<file path="config.mk">
export PLATFORM = sky130hd
export DESIGN_NAME = chan_base_dispatch
export DESIGN_NICKNAME = d
export VERILOG_FILES = /design/src/rtl/chan_base_dispatch.sv
export SDC_FILE = /design/constraint.sdc
export NUM_CORES = 1
export LEC_CHECK = 0
export BUFFER_PORTS_ARGS = -buffer_cell sky130_fd_sc_hd__buf_4
export CAP_MARGIN = 20
export CORE_ASPECT_RATIO = 0.7
export CORE_UTILIZATION = 45
export DETAILED_ROUTE_END_ITERATION = 8
export HOLD_SLACK_MARGIN = 0.12
export MAX_ROUTING_LAYER = met4
export PLACE_DENSITY = 0.62
export SLEW_MARGIN = 25
export SYNTH_ARGS = -nofsm -noshare
export SYNTH_HDL_FRONTEND = slang
export SYNTH_SLANG_ARGS = --single-unit
</file>
<file path="constraint.sdc">
create_clock -name clk -period 2.6 [get_ports clk]
set_input_delay 0 -clock clk [delete_from_list [all_inputs] [get_ports clk]]
set_output_delay 0 -clock clk [all_outputs]
set_load 0.02 [all_outputs]
</file>
<file path="src/rtl/chan_base_dispatch.sv">
// chan_base_dispatch
//   Captures the eight per-channel base addresses that arrive on the shared BRAM
//   read bus, strobed by the header reader's one-hot done vector delayed RD_LAT
//   cycles. On start it issues XFER_CNT address commands per channel over a
//   valid/ready handshake.
//
//   Optional feature: define CHAN_MASK_EN to add the chan_mask[7:0] input
//   (1 = channel enabled). The mask is sampled at start. Disabled channels are
//   skipped without an idle cycle. An all-zero mask goes straight to DONE.
//
//   state    | meaning
//   ---------+-----------------------------------------------------------
//   CAPTURE  | waiting for all eight bases to be captured; start ignored
//   ARMED    | all bases held; waiting for start
//   ISSUE    | command in flight (cmd_valid high), walking chan/beat
//   DONE     | one-cycle done pulse, then back to ARMED
module chan_base_dispatch #(
   parameter int          RD_LAT   = 2,
   parameter int          XFER_CNT = 4,
   parameter logic [31:0] STRIDE   = 32'h0000_0040
) (
   input  logic        clk,
   input  logic        rst_n,
   input  logic [7:0]  trans_done_onehot,
   input  logic [31:0] ram_rd_data,
   input  logic        start,
`ifdef CHAN_MASK_EN
   input  logic [7:0]  chan_mask,
`endif
   output logic        cmd_valid,
   input  logic        cmd_ready,
   output logic [31:0] cmd_addr,
   output logic [2:0]  cmd_chan,
   output logic [7:0]  base_valid,
   output logic        all_bases_valid,
   output logic        busy,
   output logic        done
);

   localparam int BW = (XFER_CNT > 1) ? $clog2(XFER_CNT) : 1;
   localparam logic [BW-1:0] BEAT_LAST = BW'(XFER_CNT - 1);

   typedef enum logic [1:0] {
      S_CAPTURE = 2'd0,
      S_ARMED   = 2'd1,
      S_ISSUE   = 2'd2,
      S_DONE    = 2'd3
   } state_t;

   state_t          state, state_next;
   logic [7:0]      dly [RD_LAT];
   logic [7:0]      strobe;
   logic [31:0]     base [8];
   logic [BW-1:0]   beat_left;
   logic [7:0]      start_mask;
   logic [7:0]      run_mask;
   logic [3:0]      first_hit;
   logic [3:0]      next_hit;
   logic            hs;
   logic            load_first;
   logic            load_next;
   logic            step_beat;
   logic            drop_valid;

   // Lowest set bit of m at or above index from; result is {found, index}.
   function automatic logic [3:0] find_from(input logic [7:0] m, input logic [3:0] from);
      logic [3:0] r;
      r = 4'b0000;
      for (int i = 7; i >= 0; i--) begin
         if (m[i] && (i >= int'(from))) begin
            r = {1'b1, 3'(i)};
         end
      end
      return r;
   endfunction

`ifdef CHAN_MASK_EN
   logic [7:0] mask_q;

   // Hold the enable mask seen at start for the whole dispatch run.
   always_ff @(posedge clk or negedge rst_n) begin
      if (!rst_n) begin
         mask_q <= 8'h00;
      end else if ((state == S_ARMED) && start) begin
         mask_q <= chan_mask;
      end
   end

   assign start_mask = chan_mask;
   assign run_mask   = mask_q;
`else
   assign start_mask = 8'hFF;
   assign run_mask   = 8'hFF;
`endif

   assign strobe          = dly[RD_LAT-1];
   assign all_bases_valid = &base_valid;
   assign hs              = cmd_valid && cmd_ready;
   assign first_hit       = find_from(start_mask, 4'd0);
   assign next_hit        = find_from(run_mask, {1'b0, cmd_chan} + 4'd1);

   // Align the one-hot strobes with the BRAM data they select.
   always_ff @(posedge clk or negedge rst_n) begin
      if (!rst_n) begin
         for (int k = 0; k < RD_LAT; k++) begin
            dly[k] <= 8'h00;
         end
      end else begin
         dly[0] <= trans_done_onehot;
         for (int k = 1; k < RD_LAT; k++) begin
            dly[k] <= dly[k-1];
         end
      end
   end

   // First strobe per slot wins; later strobes (bit 7 held high) are ignored.
   always_ff @(posedge clk or negedge rst_n) begin
      if (!rst_n) begin
         base_valid <= 8'h00;
         for (int i = 0; i < 8; i++) begin
            base[i] <= 32'h0;
         end
      end else begin
         for (int i = 0; i < 8; i++) begin
            if (strobe[i] && !base_valid[i]) begin
               base[i]       <= ram_rd_data;
               base_valid[i] <= 1'b1;
            end
         end
      end
   end

   // State register.
   always_ff @(posedge clk or negedge rst_n) begin
      if (!rst_n) begin
         state <= S_CAPTURE;
      end else begin
         state <= state_next;
      end
   end

   // Next-state and datapath control decode.
   always_comb begin
      state_next = state;
      load_first = 1'b0;
      load_next  = 1'b0;
      step_beat  = 1'b0;
      drop_valid = 1'b0;
      case (state)
         S_CAPTURE: begin
            if (all_bases_valid) begin
               state_next = S_ARMED;
            end
         end
         S_ARMED: begin
            if (start) begin
               if (first_hit[3]) begin
                  state_next = S_ISSUE;
                  load_first = 1'b1;
               end else begin
                  state_next = S_DONE;
               end
            end
         end
         S_ISSUE: begin
            if (hs) begin
               if (beat_left != '0) begin
                  step_beat = 1'b1;
               end else if (next_hit[3]) begin
                  load_next = 1'b1;
               end else begin
                  drop_valid = 1'b1;
                  state_next = S_DONE;
               end
            end
         end
         S_DONE: begin
            state_next = S_ARMED;
         end
         default: begin
            state_next = S_CAPTURE;
         end
      endcase
   end

   // Command registers: address advances by STRIDE per beat, beats count down to zero.
   always_ff @(posedge clk or negedge rst_n) begin
      if (!rst_n) begin
         cmd_valid <= 1'b0;
         cmd_addr  <= 32'h0;
         cmd_chan  <= 3'd0;
         beat_left <= '0;
         busy      <= 1'b0;
         done      <= 1'b0;
      end else begin
         if (load_first) begin
            cmd_valid <= 1'b1;
            cmd_chan  <= first_hit[2:0];
            cmd_addr  <= base[first_hit[2:0]];
            beat_left <= BEAT_LAST;
         end else if (load_next) begin
            cmd_chan  <= next_hit[2:0];
            cmd_addr  <= base[next_hit[2:0]];
            beat_left <= BEAT_LAST;
         end else if (step_beat) begin
            cmd_addr  <= cmd_addr + STRIDE;
            beat_left <= beat_left - 1'b1;
         end else if (drop_valid) begin
            cmd_valid <= 1'b0;
         end
         busy <= (state_next == S_ISSUE);
         done <= (state_next == S_DONE);
      end
   end

endmodule

</file>
==> flow_summary.html <==
<table>
<tr><th>Metric</th><th>Value</th></tr>
<tr><th colspan="2">Drt</th></tr>
<tr><td>Avg Vias per Cell</td><td>5.756</td></tr>
<tr><td>DRT antenna net count</td><td>0</td></tr>
<tr><td>DRT Pass-1 Iters</td><td>5</td></tr>
<tr><td>Total detailed-routing wirelength</td><td>about 38 mm</td></tr>
<tr><td>Drc violations</td><td>0</td></tr>
<tr><td>Violation count after the first detailed-route iteration</td><td>between 600 and 700</td></tr>
<tr><td>Per-cell routed wire length</td><td>between 20 and 25 um</td></tr>
<tr><td>Routed vias</td><td>between 9,000 and 10,000</td></tr>
<tr><th colspan="2">Clocking</th></tr>
<tr><td>Total clock buffers created by CTS</td><td>31</td></tr>
<tr><td>Sink Count</td><td>between 300 and 400</td></tr>
<tr><td>H-tree levels</td><td>1</td></tr>
<tr><td>Number of buffers inserted to repair setup after CTS</td><td>0</td></tr>
<tr><td>CTS tree</td><td>done</td></tr>
<tr><td>Later-pin clock latency in the skew report</td><td>just under 600 ps</td></tr>
<tr><td>Number of buffers on the longest clock path</td><td>3</td></tr>
<tr><td>Post-CTS clock slew at the launch and capture registers of the worst setup and hold paths</td><td>about 70 ps</td></tr>
<tr><td>Buffer cell driving the clock tree root</td><td>sky130_fd_sc_hd__clkbuf_16</td></tr>
<tr><th colspan="2">Floorplanning</th></tr>
<tr><td>Initial core utilization</td><td>~46%</td></tr>
<tr><td># rows</td><td>54</td></tr>
<tr><td>Number of primary I/O pins</td><td>just over 90</td></tr>
<tr><td>Die Outline Area</td><td>33,240 um2</td></tr>
<tr><td>Core ar.</td><td>31,550 um2</td></tr>
<tr><td>DIE HEIGHT</td><td>approximately 150 um</td></tr>
<tr><td>Chip Width</td><td>217.5 um</td></tr>
<tr><th colspan="2">Power</th></tr>
<tr><td>Share of power burned in registers</td><td>approximately 52%</td></tr>
<tr><td>Internal power contribution</td><td>8560 uW</td></tr>
<tr><td>Switching Power</td><td>2520 uW</td></tr>
<tr><td>Power share of the combinational group</td><td>under 10%</td></tr>
<tr><td>Fraction of power spent switching nets</td><td>a little under a quarter</td></tr>
<tr><td>Fraction of power consumed by the clock network</td><td>about two fifths</td></tr>
<tr><td>Leakage power of the design</td><td>about 0.0075 uW</td></tr>
<tr><td>Worst vdd ir</td><td>between 0.0004 and 0.0005 V</td></tr>
<tr><td>Areal power density over the cells</td><td>between 600 and 700 nW/um2</td></tr>
<tr><th colspan="2">Finish</th></tr>
<tr><td>Proportion of layout cells with a drive suffix above 1</td><td>around two fifths</td></tr>
<tr><td>Leading cell types in the layout, fill and taps excluded</td><td>sky130_fd_sc_hd__dfrtp_1 (321), sky130_fd_sc_hd__mux2_2 (261), sky130_fd_sc_hd__buf_4 (131)</td></tr>
<tr><td>Fill cell instance count of the final layout</td><td>2,606</td></tr>
<tr><td>Final #Nets</td><td>roughly 1,300</td></tr>
<tr><td>Commonest non-fill, non-tap cell in the layout</td><td>sky130_fd_sc_hd__dfrtp_1</td></tr>
<tr><td>Final core utilization</td><td>a little under three fifths</td></tr>
<tr><td>Synth-to-Final Area Change</td><td>19.98%</td></tr>
<tr><th colspan="2">Worst setup path</th></tr>
<tr><td>Chain of cells forming the critical path</td><td>ha_1 -&gt; nand2b_1 -&gt; a21o_1 -&gt; nand2_8 -&gt; buf_12 -&gt; buf_4 -&gt; mux4_2 -&gt; o22ai_1 -&gt; nor2_1</td></tr>
<tr><td>Crit path required time</td><td>3060 ps</td></tr>
<tr><td>Category of the most critical setup path</td><td>flop to flop</td></tr>
<tr><td>Reg-to-reg startpoint</td><td>cmd_chan[0]</td></tr>
<tr><td>Crit path max fanout</td><td>17</td></tr>
<tr><td>Slowest cell delay on critical path</td><td>around 500 ps</td></tr>
<tr><td>CP startpoint kind</td><td>flop</td></tr>
<tr><td>Element type at the critical path end</td><td>flop</td></tr>
<tr><td>Library cell contributing the largest single delay on the critical path</td><td>sky130_fd_sc_hd__dfrtp_4</td></tr>
<tr><td>Register-to-register path setup slack</td><td>about 150 ps</td></tr>
<tr><td>Worst reg-to-reg path cell count</td><td>9</td></tr>
<tr><td>Arrival time at the worst endpoint</td><td>between 2000 and 3000 ps</td></tr>
<tr><td>Worst reg2reg path endpoint</td><td>cmd_addr[13]</td></tr>
<tr><th colspan="2">Synthesis</th></tr>
<tr><td>Number of enable flip-flop cells after synthesis</td><td>0</td></tr>
<tr><td>Post-synthesis net count</td><td>between 1,000 and 1,500</td></tr>
<tr><td>Synthesis Warnings</td><td>0</td></tr>
<tr><td>Part of the Yosys area used for sequential elements</td><td>55.09%</td></tr>
<tr><td>Netlist area before placement</td><td>~15,000 um2</td></tr>
<tr><td>Synthesized instance count</td><td>about 1,100</td></tr>
<tr><td>Flip-flop and latch count after synthesis</td><td>approximately 320</td></tr>
<tr><td>Async set-or-reset flop fraction in the synthesized netlist</td><td>between 90% and 100%</td></tr>
<tr><td>Main flop type after synthesis</td><td>sky130_fd_sc_hd__dfrtp_1</td></tr>
<tr><td>Count of unique library cells instantiated by Yosys</td><td>between 60 and 70</td></tr>
<tr><td>Mean Syn Cell Area</td><td>about 14 um2</td></tr>
<tr><th colspan="2">Timing</th></tr>
<tr><td>Number of hold-slack violations in the final timing report</td><td>0</td></tr>
<tr><td>Max-slew headroom</td><td>between 40% and 50%</td></tr>
<tr><td>Fmax achieved</td><td>408.5 MHz</td></tr>
<tr><td>Finish-stage setup viols</td><td>0</td></tr>
<tr><td>Time the final worst path needs with I/O delays and setup</td><td>2448 ps</td></tr>
<tr><td>Worst setup margin</td><td>~150 ps</td></tr>
<tr><td>Total negative setup slack</td><td>0 ps</td></tr>
<tr><td>Pin slew with the least headroom to its limit</td><td>a little under 900 ps</td></tr>
<tr><td>Share of the clock period used by the worst path</td><td>94.16%</td></tr>
<tr><td>Setup repair after global routing missed its margin</td><td>no</td></tr>
<tr><td>Worst setup skew after layout</td><td>between 15 and 20 ps</td></tr>
<tr><td>Final Max Tran Viols</td><td>0</td></tr>
<tr><th colspan="2">Global route</th></tr>
<tr><td>Vias in the first global route</td><td>between 9,000 and 10,000</td></tr>
<tr><td>Global-route wire length before repair</td><td>roughly 60 mm</td></tr>
<tr><td>Global routing usage summed across all routing layers</td><td>between 20% and 30%</td></tr>
<tr><td>Global route overflow</td><td>0</td></tr>
<tr><td>Antenna violations before repair</td><td>1</td></tr>
<tr><td>Maximum number of pins on one net before global-route repair</td><td>80</td></tr>
<tr><th colspan="2">Placement</th></tr>
<tr><td>Last weighted congestion value of the routability-driven placer</td><td>approximately 0.80</td></tr>
<tr><td>Total of buffers placed on input and output ports</td><td>90</td></tr>
<tr><td>Worst setup slack after placement</td><td>160.5 ps</td></tr>
<tr><td>DPL Wire Length</td><td>about 23 mm</td></tr>
<tr><th colspan="2">Min path</th></tr>
<tr><td>Number of cells on the worst hold path</td><td>3</td></tr>
<tr><td>Worst min-delay path category</td><td>input pin to flop</td></tr>
<tr><td>Endpoint of the worst hold path</td><td>base[135]</td></tr>
<tr><td>Startpoint of the lowest-slack hold path</td><td>ram_rd_data[7]</td></tr>
<tr><th colspan="2">Status</th></tr>
<tr><td>Status</td><td>finished clean</td></tr>
<tr><th colspan="2">Job</th></tr>
<tr><td>Max-cap check violation count</td><td>0</td></tr>
</table>
## critical path: cells and delay by family (launching register included)
family	cells	cell delay (ps)
AOI/OAI and AO/OA	2	430
buffers and inverters	2	400
and+or+nand+nor	3	390
adders and majority gates	1	280
DFF	1	500
muxes	1	310
## kinds of logic after synthesis
logic type,after synthesis,synth area share (%)
muxes,329,27.94
DFF,322,55.09
and+or+nand+nor,177,6.348
AOI/OAI and AO/OA,148,6.665
buffers and inverters,78,2.592
xor gates and xnor gates,17,1.018
adders and majority gates,4,0.3422
## sequential cells by signal (all words and copies together), names as in the netlist
name	cells
cmd_addr	32
state	2
busy	1
cmd_valid	1
done	1
beat_left	2
base_valid	8
dly	8
base	256
cmd_chan	3
strobe	8
## layer usage
layer  track usage [%]  share of wire [%]
met4             4.628                1.9
met3             3.582                4.7
met5                 -                  0
met2             34.08                 44
met1             36.56                 50
## layout make-up
type | count | area, um2 | area share [%]
well taps | 420 | 525.5 | 2.995
diodes | 1 | 2.502 | 0.01426
inverters | 6 | 22.52 | 0.1284
flip-flops and latches | 322 | 8061 | 45.94
multi-input cells | 675 | 6248 | 35.61
repair buffers | 193 | 1699 | 9.683
clock buffers | 52 | 964.7 | 5.498
clock inverters | 3 | 22.52 | 0.1284
## cell usage after synthesis, types with 8 or more instances
| cell type | count | share of area [%] |
|---|---|---|
| sky130_fd_sc_hd__or2_2 | 9 | 0.38 |
| sky130_fd_sc_hd__dfrtp_1 | 322 | 55 |
| sky130_fd_sc_hd__o211ai_1 | 12 | 0.62 |
| sky130_fd_sc_hd__a21oi_1 | 29 | 0.99 |
| sky130_fd_sc_hd__a22oi_1 | 10 | 0.51 |
| sky130_fd_sc_hd__o21ai_0 | 24 | 0.82 |
| sky130_fd_sc_hd__buf_1 | 27 | 0.69 |
| sky130_fd_sc_hd__xnor2_1 | 15 | 0.90 |
| sky130_fd_sc_hd__mux4_2 | 35 | 5.4 |
| sky130_fd_sc_hd__buf_2 | 13 | 0.44 |
| sky130_fd_sc_hd__mux2_2 | 261 | 20 |
| sky130_fd_sc_hd__nand4_1 | 18 | 0.77 |
| sky130_fd_sc_hd__a211oi_1 | 8 | 0.41 |
| sky130_fd_sc_hd__mux2i_1 | 28 | 1.9 |
| sky130_fd_sc_hd__nand3_1 | 23 | 0.79 |
| sky130_fd_sc_hd__a31oi_1 | 8 | 0.34 |
| sky130_fd_sc_hd__clkbuf_1 | 21 | 0.54 |
| sky130_fd_sc_hd__nor2b_1 | 9 | 0.38 |
| sky130_fd_sc_hd__nand2_1 | 57 | 1.5 |
| sky130_fd_sc_hd__o22ai_1 | 21 | 0.90 |
| sky130_fd_sc_hd__nor2_1 | 27 | 0.69 |
## per-stage QoR
stage / cell area, um2 / power [uW] / instances / hold slack [ps]
finish: 17550 / 11080 / 1672 / 257.0
CTS: 17540 / 11180 / 1671 / 238.1
detailed placement: 16040 / 6682 / 1564 / 32.27
global placement: 16040 / 6641 / 1564 / 43.93
global route: 17550 / 11520 / 1672 / 265.9
floorplan: 14630 / 6308 / 1075 / -295.6
## how the worst max path moves through the flow
stage	slack, ps	startpoint	to	depth (start not counted)
2_1_floorplan	330	cmd_chan[0]	cmd_addr[7]	10
6_report	150	cmd_chan[0]	cmd_addr[13]	9
3_5_place_dp	160	cmd_chan[0]	cmd_addr[5]	8
5_1_grt	30	cmd_chan[0]	cmd_addr[13]	9
3_3_place_gp	220	cmd_chan[0]	cmd_addr[5]	8
4_1_cts	140	cmd_chan[0]	cmd_addr[13]	9
## power groups by stage
stage	combinational [uW]	clock [uW]	sequential, uW
after floorplan	569	0	5740
after global placement	817	0	5820
after detailed placement	850	0	5830
after CTS	915	4520	5740
after global routing	999	4710	5800
final	903	4430	5740
## what timing repair did
action                                  in CTS  in global routing
endpoints found under the hold margin      600                  0
hold buffers                                52                  0
endpoints found under the setup margin       0                  0
gates resized for setup                      0                  0
(Power assumes the default switching activity.)
